**src/rtl/inst_rom_arbiter.sv**
```systemverilog
// Two-port arbiter in front of the combinational instruction ROM: fetch has
// priority, bounded by a burst limit so pending debug reads are never starved.
module inst_rom_arbiter #(
    parameter int ADDR_W          = 32,
    parameter int DATA_W          = 32,
    parameter int FETCH_BURST_MAX = 4
) (
    input  logic              clk_i,
    input  logic              rst_ni,
    input  logic              if_req_i,
    input  logic [ADDR_W-1:0] if_addr_i,
    output logic              if_gnt_o,
    output logic              if_rvalid_o,
    output logic [DATA_W-1:0] if_rdata_o,
    input  logic              dbg_req_i,
    input  logic [ADDR_W-1:0] dbg_addr_i,
    output logic              dbg_gnt_o,
    output logic              dbg_rvalid_o,
    output logic [DATA_W-1:0] dbg_rdata_o,
    output logic              rom_ce_o,
    output logic [ADDR_W-1:0] rom_addr_o,
    input  logic [DATA_W-1:0] rom_inst_i,
    output logic              stallreq_o
);

    localparam logic [3:0] CNT_MAX = 4'(FETCH_BURST_MAX);

    typedef enum logic [1:0] {
        ST_IDLE = 2'd0,
        ST_IF   = 2'd1,
        ST_DBG  = 2'd2
    } owner_e;

    owner_e            owner_q, owner_d;
    logic [3:0]        burst_cnt_q, burst_cnt_d;
    logic [DATA_W-1:0] if_rdata_q, if_rdata_d;
    logic [DATA_W-1:0] dbg_rdata_q, dbg_rdata_d;
    logic              if_gnt_s, dbg_gnt_s;

    // Per-cycle grant, ROM drive, burst counter and next owner.
    always_comb begin
        if_gnt_s    = 1'b0;
        dbg_gnt_s   = 1'b0;
        rom_ce_o    = 1'b0;
        rom_addr_o  = {ADDR_W{1'b0}};
        burst_cnt_d = burst_cnt_q;
        owner_d     = ST_IDLE;
        if_rdata_d  = if_rdata_q;
        dbg_rdata_d = dbg_rdata_q;

        // Fetch yields only once it has used up its burst allowance.
        if (if_req_i && (!dbg_req_i || (burst_cnt_q != CNT_MAX))) begin
            if_gnt_s = 1'b1;
        end else begin
            if_gnt_s = 1'b0;
        end
        dbg_gnt_s = dbg_req_i & ~if_gnt_s;

        if (if_gnt_s) begin
            rom_ce_o   = 1'b1;
            rom_addr_o = if_addr_i;
            owner_d    = ST_IF;
            if_rdata_d = rom_inst_i;
        end else if (dbg_gnt_s) begin
            rom_ce_o    = 1'b1;
            rom_addr_o  = dbg_addr_i;
            owner_d     = ST_DBG;
            dbg_rdata_d = rom_inst_i;
        end else begin
            rom_ce_o   = 1'b0;
            rom_addr_o = {ADDR_W{1'b0}};
            owner_d    = ST_IDLE;
        end

        if (!dbg_req_i || dbg_gnt_s) begin
            burst_cnt_d = 4'd0;
        end else if (if_gnt_s && (burst_cnt_q != CNT_MAX)) begin
            burst_cnt_d = burst_cnt_q + 4'd1;
        end else begin
            burst_cnt_d = burst_cnt_q;
        end
    end

    // State, counter and captured read data.
    always_ff @(posedge clk_i or negedge rst_ni) begin
        if (!rst_ni) begin
            owner_q     <= ST_IDLE;
            burst_cnt_q <= 4'd0;
            if_rdata_q  <= {DATA_W{1'b0}};
            dbg_rdata_q <= {DATA_W{1'b0}};
        end else begin
            owner_q     <= owner_d;
            burst_cnt_q <= burst_cnt_d;
            if_rdata_q  <= if_rdata_d;
            dbg_rdata_q <= dbg_rdata_d;
        end
    end

    // The owner of last cycle's ROM read is the port whose data is valid now.
    always_comb begin
        if_rvalid_o  = 1'b0;
        dbg_rvalid_o = 1'b0;
        case (owner_q)
            ST_IF:   if_rvalid_o  = 1'b1;
            ST_DBG:  dbg_rvalid_o = 1'b1;
            ST_IDLE: begin
                if_rvalid_o  = 1'b0;
                dbg_rvalid_o = 1'b0;
            end
            default: begin
                if_rvalid_o  = 1'b0;
                dbg_rvalid_o = 1'b0;
            end
        endcase
    end

    assign if_gnt_o    = if_gnt_s;
    assign dbg_gnt_o   = dbg_gnt_s;
    assign if_rdata_o  = if_rdata_q;
    assign dbg_rdata_o = dbg_rdata_q;
    assign stallreq_o  = if_req_i & ~if_gnt_s;

endmodule

```
**config.mk**
```make
export PLATFORM = sky130hd
export DESIGN_NAME = inst_rom_arbiter
export DESIGN_NICKNAME = d
export VERILOG_FILES = /design/src/rtl/inst_rom_arbiter.sv
export SDC_FILE = /design/constraint.sdc
export NUM_CORES = 1
export LEC_CHECK = 0
export BUFFER_PORTS_ARGS = -buffer_cell sky130_fd_sc_hd__buf_2
export CORE_UTILIZATION = 28
export CTS_CLUSTER_SIZE = 8
export DETAILED_ROUTE_END_ITERATION = 16
export GPL_ROUTABILITY_DRIVEN = 0
export GPL_TIMING_DRIVEN = 0
export PLACE_DENSITY_LB_ADDON = 0.25
export RECOVER_POWER = 50
export REMOVE_ABC_BUFFERS = 1
export SLEW_MARGIN = 20
export SYNTH_ARGS = -nofsm -noshare
export SYNTH_HDL_FRONTEND = slang
export SYNTH_SLANG_ARGS = --single-unit
```
**constraint.sdc**
```tcl
create_clock -name clk_i -period 1.6 [get_ports clk_i]
set_input_delay 0 -clock clk_i [delete_from_list [all_inputs] [get_ports clk_i]]
set_output_delay 0 -clock clk_i [all_outputs]
set_load 0.02 [all_outputs]
```
# Word level (Yosys, flattened, before mapping)

Cells that the tools add are included.
W data, S select, Z words.

Bits in registers: 70
Input port bits: 100

Add/subtract/negate cells: 1
Eq/ne operators: 3
Multiplexer cells: 11
Bitwise operators: 3
Reductions and logical operators: 7

Operators by type and width:

| kind                  | count |
|---|---|
| $mux W32              | 2 |
| $mux W4               | 2 |
| $mux W1               | 5 |
| $add A4 B1 Y4 const B | 1 |
| $mux W2               | 2 |
| $ne A4 B3 Y1 const B  | 1 |
| $and A1 B1 Y1         | 2 |
| $eq A2 B1 Y1 const B  | 1 |
| $eq A2 B2 Y1 const B  | 1 |
| $logic_and A1 B1 Y1   | 2 |
| $logic_or A1 B1 Y1    | 2 |
| $reduce_and A2 Y1     | 1 |
| $reduce_bool A2 Y1    | 1 |
| $logic_not A1 Y1      | 1 |
| $not A1 Y1            | 1 |

# Longest topological paths before layout

Gate-level depths: netlist (run 1).

Depth in word-level cells: 8
Depth in mapped cells: 7
Gate-level depth less buffers: 6

# Worst setup path after synthesis (run 1)

Ideal clock, no wire load.

Kind: register to output
From: register burst_cnt_q[0]
To: output rom_addr_o[16]
Arrival: 1.726 ns
Slack: -0.126 ns
Cell stages (with the launch flop): 8
Buffers on the path: 1
Cell sequence: dfrtp_1 inv_1 ha_1 nand4b_4 nand2_2 inv_2 buf_2 o21ai_0

Cells in the longest elaborated chain, start to end: 8

RTL lines:

| what                   | line | source |
|---|---|---|
| start, declared        | 35   | `logic [3:0] burst_cnt_q, burst_cnt_d;` |
| start signal, assigned | 93   | `burst_cnt_q <= burst_cnt_d;` |
| $ne A4 B3 Y1 *         | 52   | `if (if_req_i && (!dbg_req_i \|\| (burst_cnt_q != CNT_MAX))) begin` |
| $logic_or A1 B1 Y1 *   | 52   |  |
| $logic_and A1 B1 Y1 *  | 52   |  |
| $mux W1 *              | 52   |  |
| named net if_gnt_o     | 12   | `output logic if_gnt_o,` |
| $not A1 Y1             | 57   | `dbg_gnt_s = dbg_req_i & ~if_gnt_s;` |
| $and A1 B1 Y1          | 57   |  |
| $mux W32               | 64   | `end else if (dbg_gnt_s) begin` |
| $mux W32 *             | 59   | `if (if_gnt_s) begin` |
| end, declared          | 21   | `output logic [ADDR_W-1:0] rom_addr_o,` |

The timed path passes the listed nets; every way through them passes the cells marked *.

# Final worst setup path (run 1)

From: register burst_cnt_q[1]
To: output rom_addr_o[16]

Cells in the longest elaborated chain, start to end: 8

RTL lines:

| what                  | line |
|---|---|
| $ne A4 B3 Y1 *        | 52 |
| $logic_or A1 B1 Y1 *  | 52 |
| $logic_and A1 B1 Y1 * | 52 |
| $mux W1 *             | 52 |
| $not A1 Y1            | 57 |
| $and A1 B1 Y1         | 57 |
| $mux W32              | 64 |
| $mux W32 *            | 59 |

Every way passes the cells marked *; elsewhere a longest branch is shown, timed or not.

==> flow_summary.toml, run 1 <==
[cells_and_area]
num-fill-cells = 967
instances_no_fill = 659
final_area_sq_um = 5650
finalNetCount = 619
drive_gt1_frac = 0.636
antenna_cells = 0
syn_to_final_growth_pct = 76.9

[yosys]
synth-edff-count = 0
synthCells = 273
synth_compound_area_frac = 0.0544
synth_seq_cells = 70
synth_top_family_by_area = "multiplexers"
yosysWarningCount = 0
synth-simple-area-share = 0.112
synth_common_cells = "70 x dfrtp_1, 56 x mux2_2, 34 x nand3_1"
async_flop_share = 1.00
avgSynthCellArea_sq_um = 11.7
synth.area.top_cells = "dfrtp_1 55%, mux2_2 20%, nand3_1 5.3%"
syn_area_sq_um = 3190
post-synth-top-count-cell = "dfrtp_1"
synth_top_area_cell = "dfrtp_1"
ys_seq_area_frac = 0.548
ys.flop_type = "dfrtp_1"
synthAdderAreaFrac = 0.00783
synth-xor-area-share = 0.00548
synth_cell_type_count = 22
synth_mux_area_frac = 0.233
synth_top_area_share = 0.548

[clock_tree]
cts_tree = "yes"
cts_buffer_depth = 2
clk_latency_ns = 0.32
htree_levels = 3
clk_pin_slew_ns = 0.05
cts_made_buffers = 9
cts-root-buf = "clkbuf_16"
numClockSinks = 70

[drt]
vias_per_cell = 4.74
wl_per_cell_microns = 17.0
dr.pass1.iters = 4
drc = 0
wl_mm = 11.2
drt_iter0_drc = 176
ant_nets = 0
via_count = 3123

[timing]
period_share = 1.12
tns_ns = -12.63
slew_headroom = 0.406
clock_skew_ns = 0.00608
grt_setup_unrepaired = "yes"
slew_viol_final = 0
max_freq_mhz = 556
setup_viol = 87
hold_viol_final = 0
worstMarginPinSlew_ns = 0.891
hold-worst-slack_ns = 0.238
fin_crit_ns = 1.80
final.setup.worst_slack_ns = -0.199

[pwr]
power_density_nw_per_um2 = 964
leakage_nw = 2.79
ir_drop_mv = 0.726

[outcome]
violations = "negative setup slack"
status = "finished with violations"

[global_routing]
grt_first_pass_wirelength_mm = 15.7
grt.overflow.total = 0
track_usage = 0.177
grt_pass1_vias = 3180
grt_max_degree = 45
grt_antenna_before_repair = 0

[critical_path]
cp_cell_sequence = "inv_2 > ha_4 > nand4b_4 > nand2_8 > inv_16 > o21ai_2 > buf_6"
cp_max_fo = 23
end_kind = "output port"
arrival_ns = 1.80
max_stage_delay_ns = 0.39
start_kind = "register"
critical_path_class = "reg -> out"
cpMaxStageDelayCell = "dfrtp_1"
required_ns = 1.60
r2r_slack_ns = -0.17

[placed_design]
io_buffers = 201
placed_area_sq_um = 4330
place_hpwl_mm = 6.72
dp.cells = 596
dp_slack_ns = -1.58

[floorplanning]
std_cell_rows = 38
start_util = 0.291
dieWidth_microns = 109
boundaryPins = 202
core_sq_um = 11000
die_h_microns = 109
die_area_sq_um = 11800

[min_path]
hold_path.class = "in -> async"

[job]
max-cap-violations = 0
[where the power goes]
group	total [mW]	internal, mW	switching, mW
clock network	1.77	1.11	0.664
registers	2.09	1.98	0.110
logic	1.58	0.748	0.834
[final timing paths]
path,to,cells after the start,from
worst min register to register,if_rdata_o[12],1,if_rdata_o[12]
worst max register to register,if_rdata_o[19],6,burst_cnt_q[1]
max in group asynchronous,if_rdata_o[0],3,rst_ni
worst max-delay path,rom_addr_o[16],7,burst_cnt_q[1]
worst min-delay path,dbg_rdata_o[25],2,rst_ni
min in group clk_i,rom_addr_o[13],4,if_addr_i[13]
[logic make-up after synthesis]
kind of cell             count (synthesis)
multiplexers                            64
flip-flops                              70
adder cells (fa/ha/maj)                  2
AND/OR/NAND/NOR                         76
XOR/XNOR                                 2
buffers and inverters                   25
AO/OA/AOI/OAI                           34
[per-stage QoR]
stage | utilization | power (mW)
floorplan | - | 2.78
global placement | 0.389 | 3.30
detailed placement | 0.394 | 3.35
CTS | 0.495 | 5.42
global route | 0.514 | 5.69
finish | 0.514 | 5.45
[area by class of cell]
| class | instances | area, sq um | share of cell area |
|---|---|---|---|
| Clock buffer | 12 | 256 | 0.0454 |
| Clock inverter | 1 | 7.51 | 0.00133 |
| Inverter | 5 | 35.0 | 0.00620 |
| Multi-Input combinational cell | 181 | 1680 | 0.297 |
| Sequential cell | 70 | 1750 | 0.310 |
| Tap cell | 140 | 175 | 0.0310 |
| Timing Repair Buffer | 249 | 1730 | 0.306 |
| Timing Repair inverter | 1 | 20.0 | 0.00354 |
[metal layers]
metal / global-route usage / up-vias / share of wire
met5: 0 / - / 0
met4: 0.0618 / 0 / 0.016
met3: 0.0532 / 11 / 0.074
met2: 0.328 / 143 / 0.52
met1: 0.189 / 1531 / 0.39
li1: - / 1438 / -
[critical path, delay by kind of cell, from the launching register on]
family	cells	cell delay, ns
and+or+nand+nor	2	0.42
adders and majority gates	1	0.16
AOI/OAI and AO/OA	1	0.18
DFF	1	0.39
buffers and inverters	3	0.32
[timing repair]
| item | in CTS | in global routing |
|---|---|---|
| hold buffers | 33 | 0 |
| pin swaps | 4 | 2 |
| setup endpoints to repair | 104 | 99 |
| cloned | 4 | 3 |
| endpoints found under the hold margin | 134 | 0 |
| gates resized for setup | 140 | 46 |
| buffers inserted | 9 | 1 |
[registers in the layout, indices dropped and copies added, names as in the netlist]
| signal | count |
|---|---|
| burst_cnt_q | 4 |
| dbg_rdata_o | 32 |
| owner_q | 2 |
| if_rdata_o | 32 |
[cell usage in the layout (no fill, tap or decap), drive strengths merged, types with 3 or more instances in the layout]
cell type      n
nand3         34
dlygate4sd3   33
nor2           4
nand4b         3
clkbuf        17
dfrtp         70
inv            6
mux2          64
buf          211
o21ai         34
nand2         35
Power figures use the tool's default switching activity.
==> run 2: changes to the inputs <==
Settings changed: ABC_AREA set to 1, SKIP_LAST_GASP set to 1.
==> run 2 against run 1 <==
The flow still finishes with violations (negative setup slack). Non-clock buffer count increased by 6. Critical endpoint is now rom_addr_o[22]. Cell count is 23% higher. Sequential power decreased by 2%. First-iteration DRC count is 19% higher. Utilization increased by 1.8 points. Setup slack better by 0.022 ns.
==> flow_summary.toml, run 2 <==
[pwr]
ir_drop_mv = 0.607
power_density_nw_per_um2 = 939
leakage_nw = 3.29

[timing]
slew_viol_final = 0
max_freq_mhz = 563
slew_headroom = 0.503
grt_setup_unrepaired = "yes"
fin_crit_ns = 1.78
worstMarginPinSlew_ns = 0.745
clock_skew_ns = 0.00609
final.setup.worst_slack_ns = -0.177
period_share = 1.11
hold_viol_final = 0
setup_viol = 79

[job]
max-cap-violations = 0

[yosys]
synthCells = 415
avgSynthCellArea_sq_um = 7.71
ys_seq_area_frac = 0.547
post-synth-top-count-cell = "nand2_1"
synth_seq_cells = 70
syn_area_sq_um = 3200
synth_cell_type_count = 15
synth_top_area_share = 0.547
yosysWarningCount = 0
synth_top_area_cell = "dfrtp_1"
synth_common_cells = "228 x nand2_1, 70 x dfrtp_1, 66 x nand3_1"
synth-edff-count = 0
async_flop_share = 1.00
synth.area.top_cells = "dfrtp_1 55%, nand2_1 27%, nand3_1 10%"
ys.flop_type = "dfrtp_1"

[global_routing]
grt_first_pass_wirelength_mm = 18.1
grt.overflow.total = 0
grt_pass1_vias = 3552
grt_antenna_before_repair = 0
track_usage = 0.205
grt_max_degree = 68

[floorplanning]
start_util = 0.291
dieWidth_microns = 109
std_cell_rows = 38
die_h_microns = 109
core_sq_um = 11000
die_area_sq_um = 11900
boundaryPins = 202

[clock_tree]
clk_latency_ns = 0.33
clk_pin_slew_ns = 0.06
cts_buffer_depth = 2
cts_made_buffers = 9
cts_tree = "yes"
numClockSinks = 70
cts-root-buf = "clkbuf_16"
htree_levels = 3

[critical_path]
end_kind = "output port"
cp_max_fo = 5
start_kind = "register"
required_ns = 1.60
arrival_ns = 1.78
critical_path_class = "reg -> out"

[cells_and_area]
final_util = 0.533
final_area_sq_um = 5850
drive_gt1_frac = 0.433
final_cell_mix = "194 x nand2_1, 162 x buf_2, 70 x dfrtp_1"
final_common_cell = "nand2_1"
antenna_cells = 0
finalNetCount = 772
syn_to_final_growth_pct = 82.8

[min_path]
hold_path.class = "in -> reg"

[placed_design]
place_hpwl_mm = 6.32
io_buffers = 201
placed_area_sq_um = 4290

[drt]
drt_iter0_drc = 209
wl_mm = 13.1
vias_per_cell = 4.63
dr.pass1.iters = 4
ant_nets = 0
wl_per_cell_microns = 16.2
drc = 0
via_count = 3761

[outcome]
violations = "negative setup slack"
status = "finished with violations"
-- run 2: logic make-up (layout without fill, tap and decap cells) --
family,after synthesis,count (layout),synth area share
adder cells (fa/ha/maj),2,2,0.00782
flip-flops,70,70,0.547
AND/OR/NAND/NOR,303,310,0.382
XOR/XNOR,2,2,0.00547
buffers and inverters,38,288,0.0575
-- run 2: final timing paths --
kind                                 startpoint              end  slack (ns)  depth (start not counted)
min in group asynchronous                rst_ni  dbg_rdata_o[28]        0.26                          2
worst min-delay path                  dbg_req_i   dbg_rdata_o[7]        0.22                          3
max in group asynchronous                rst_ni   dbg_rdata_o[2]        0.19                          3
worst min register to register  dbg_rdata_o[10]  dbg_rdata_o[10]        0.46                          2
worst max register to register   burst_cnt_q[0]    if_rdata_o[2]       -0.11                         12
worst max-delay path             burst_cnt_q[0]   rom_addr_o[22]       -0.18                         11
-- run 2: repair_timing --
action | 4_1_cts | 5_1_grt
setup buffers | 7 | 8
setup endpoints to repair | 101 | 87
endpoints found under the hold margin | 134 | 0
cloned | 12 | 8
resized for setup | 94 | 63
pin swaps | 4 | 7
hold buffers | 33 | 0
-- run 2: area by class of cell --
class                      count  area, sq um
fill                        1006         5130
timing repair buffer         255         1910
sequential                    70         1750
multi-input combinational    314         1530
clock buffer                  11          243
tap                          140          175
timing repair inverter         9          153
inverter                      11         57.6
clock inverter                 2         35.0
-- run 2: power breakdown --
part	leakage [nW]	internal, mW	switching [mW]	total (mW)
Clock	0.137	1.22	0.715	1.94
Combinational	2.29	0.616	0.892	1.51
Sequential	0.865	1.95	0.0967	2.05
Total	3.29	3.79	1.70	5.50
-- run 2: layer usage --
metal | wire (microns) | GRT usage
met5 | 0 | 0
met4 | 248 | 0.0878
met3 | 674 | 0.0406
met2 | 6740 | 0.362
met1 | 5450 | 0.241
-- run 2: stage by stage --
stage                     instances  TNS (ns)  power, mW  worst slack [ns]  hold WS (ns)
final                           812     -8.56       5.50            -0.177         0.220
after floorplan                 388   -107.58       2.66             -1.17        -0.296
after global routing            812    -19.42       5.75            -0.261         0.228
after detailed placement        731    -82.87       3.21            -0.928       -0.0395
after CTS                       796     -8.70       5.42            -0.200         0.147
after global placement          729   -263.00       3.18             -2.92         0.210
-- run 2: critical path, cell delays in order, from the launching register on --
cell and delay (ns):
dfrtp_1 0.34, inv_1 0.04, ha_1 0.19, nand2_1 0.07
inv_2 0.04, nand2_4 0.09, nand2_8 0.10, buf_12 0.18
buf_16 0.13, nand3_2 0.06, nand2_2 0.07, buf_6 0.12
==> run 3: changes to the inputs <==
Settings changed: CORE_MARGIN set to 4.
==> run 3 against run 2 <==
The flow still finishes with violations (negative setup slack). Via count down 3.2%. Combinational power down 6%. Wire length down 6.3%. Die area up 11%. Flip-flop and latch count unchanged. Non-clock buffer count unchanged. Cell area down 3.7%. Largest cell class unchanged.
==> flow_summary.toml, run 3 (same netlist as run 2, synthesis figures left out) <==
[clock_tree]
cts_tree = "yes"
clk_latency_ns = 0.32
clk_pin_slew_ns = 0.05
cts_buffer_depth = 2
htree_levels = 3
cts_made_buffers = 9
numClockSinks = 70
cts-root-buf = "clkbuf_16"

[placed_design]
dp.cells = 731
place_hpwl_mm = 6.86
dp_slack_ns = -0.774
io_buffers = 201

[min_path]
hold_path.class = "in -> reg"
min_path_cells = 3

[pwr]
power_switching_mw = 1.63
power_density_nw_per_um2 = 943
ir_drop_mv = 0.580
p_clk_frac = 0.345
pwr-share-comb = 0.268
leakage_nw = 3.14
internal-power_mw = 3.68
p_sw_frac = 0.307
seq_power_share = 0.387

[global_routing]
grt_max_degree = 69
grt.overflow.total = 0
grt_antenna_before_repair = 0
track_usage = 0.167
grt_first_pass_wirelength_mm = 17.4
grt_pass1_vias = 3512

[timing]
clock_skew_ns = 0.00738
period_share = 1.16
fin_crit_ns = 1.85
worstMarginPinSlew_ns = 0.658
hold_viol_final = 0
slew_headroom = 0.561
setup_viol = 68
slew_viol_final = 0
grt_setup_unrepaired = "yes"
max_freq_mhz = 541
final.setup.worst_slack_ns = -0.248

[floorplanning]
die_area_sq_um = 13200
start_util = 0.290
dieWidth_microns = 115
die_h_microns = 115
core_sq_um = 11000
boundaryPins = 202
std_cell_rows = 38

[critical_path]
arrival_ns = 1.85
required_ns = 1.60
cp_max_fo = 5
reg2reg_depth = 12
max_stage_delay_ns = 0.38
cpMaxStageDelayCell = "dfrtp_1"
cp_cell_sequence = "inv_1 > ha_2 > nand2_2 > inv_4 > nand2_8 > nand2_8 > buf_16 > buf_12 > nand3_2 > nand2_2 > buf_6"
end_kind = "output port"
critical_path_class = "reg -> out"
start_kind = "register"

[drt]
drc = 0
via_count = 3641
dr.pass1.iters = 4
wl_mm = 12.3
drt_iter0_drc = 198
wl_per_cell_microns = 15.3
ant_nets = 0
vias_per_cell = 4.53

[cells_and_area]
final_cell_mix = "196 x nand2_1, 149 x buf_2, 70 x dfrtp_1"
final_common_cell = "nand2_1"
instances_no_fill = 803
finalNetCount = 762
antenna_cells = 0
drive_gt1_frac = 0.409
syn_to_final_growth_pct = 76.1

[outcome]
status = "finished with violations"
violations = "negative setup slack"

[job]
max-cap-violations = 0
-- run 3: changes by cell type in the layout (fill, tap and decap cells not counted), moves of 3 or more --
| cell | before | now |
|---|---|---|
| clkbuf_1 | 2 | 18 |
| buf_2 | 162 | 149 |
| buf_4 | 6 | 13 |
| buf_6 | 40 | 33 |
| nand3_1 | 63 | 58 |
| nand3_2 | 3 | 7 |
| nand2_2 | 29 | 26 |
-- run 3: power by group through the flow --
stage / combinational (mW) / sequential (mW) / clock (mW)
finish: 1.42 / 2.06 / 1.84
global route: 1.54 / 2.08 / 1.97
CTS: 1.33 / 2.06 / 1.88
detailed placement: 1.14 / 2.08 / 0
global placement: 1.11 / 2.07 / 0
floorplan: 0.362 / 2.30 / 0
-- run 3: layer usage --
| layer | part of all wire | GRT usage |
|---|---|---|
| met4 | 0.011 | 0.0454 |
| met2 | 0.50 | 0.286 |
| met5 | 0 | 0 |
| met3 | 0.077 | 0.0479 |
| met1 | 0.41 | 0.207 |
-- run 3: worst paths after layout --
check / from / endpoint / slack (ns)
worst max-delay path: burst_cnt_q[0] / rom_addr_o[10] / -0.25
worst min-delay path: dbg_req_i / dbg_rdata_o[7] / 0.19
worst max register to register: burst_cnt_q[0] / dbg_rdata_o[21] / -0.10
worst min register to register: dbg_rdata_o[30] / dbg_rdata_o[30] / 0.46
max in group asynchronous: rst_ni / dbg_rdata_o[25] / 0.20
min in group asynchronous: rst_ni / burst_cnt_q[3] / 0.25
-- run 3: worst max-delay path, delay by kind of cell, from the launching register on --
kind,cells,cell delay [ns]
buffers and inverters,5,0.55
AND/OR/NAND/NOR,5,0.44
adder cells (fa/ha/maj),1,0.16
flip-flops,1,0.38
-- run 3: final cells by class --
| cell class | instances | area [sq um] |
|---|---|---|
| repair buffers | 255 | 1820 |
| inverters | 11 | 65.1 |
| well taps | 140 | 175 |
| fillers | 1049 | 5400 |
| flip-flops and latches | 70 | 1750 |
| multi-input cells | 310 | 1510 |
| clock inverters | 1 | 5.00 |
| repair inverters | 3 | 38.8 |
| clock buffers | 13 | 270 |
-- run 3: timing repair --
item / CTS / global route
endpoints found under the hold margin: 134 / 0
gates cloned: 6 / 4
pin swaps: 4 / 16
hold buffers: 33 / 0
setup endpoints to repair: 101 / 100
gates resized for setup: 63 / 76
buffers inserted: 9 / 6
-- run 3: per-stage QoR --
step / hold WS [ns] / util / total power, mW / TNS (ns) / area, sq um
6_report: 0.185 / 0.511 / 5.32 / -8.59 / 5640
5_1_grt: 0.205 / 0.511 / 5.59 / -15.98 / 5640
4_1_cts: 0.136 / 0.479 / 5.27 / -8.41 / 5290
3_5_place_dp: -0.0595 / 0.390 / 3.22 / -63.34 / 4300
3_3_place_gp: 0.210 / 0.384 / 3.19 / -255.55 / 4240
2_1_floorplan: -0.296 / - / 2.66 / -107.58 / 3060
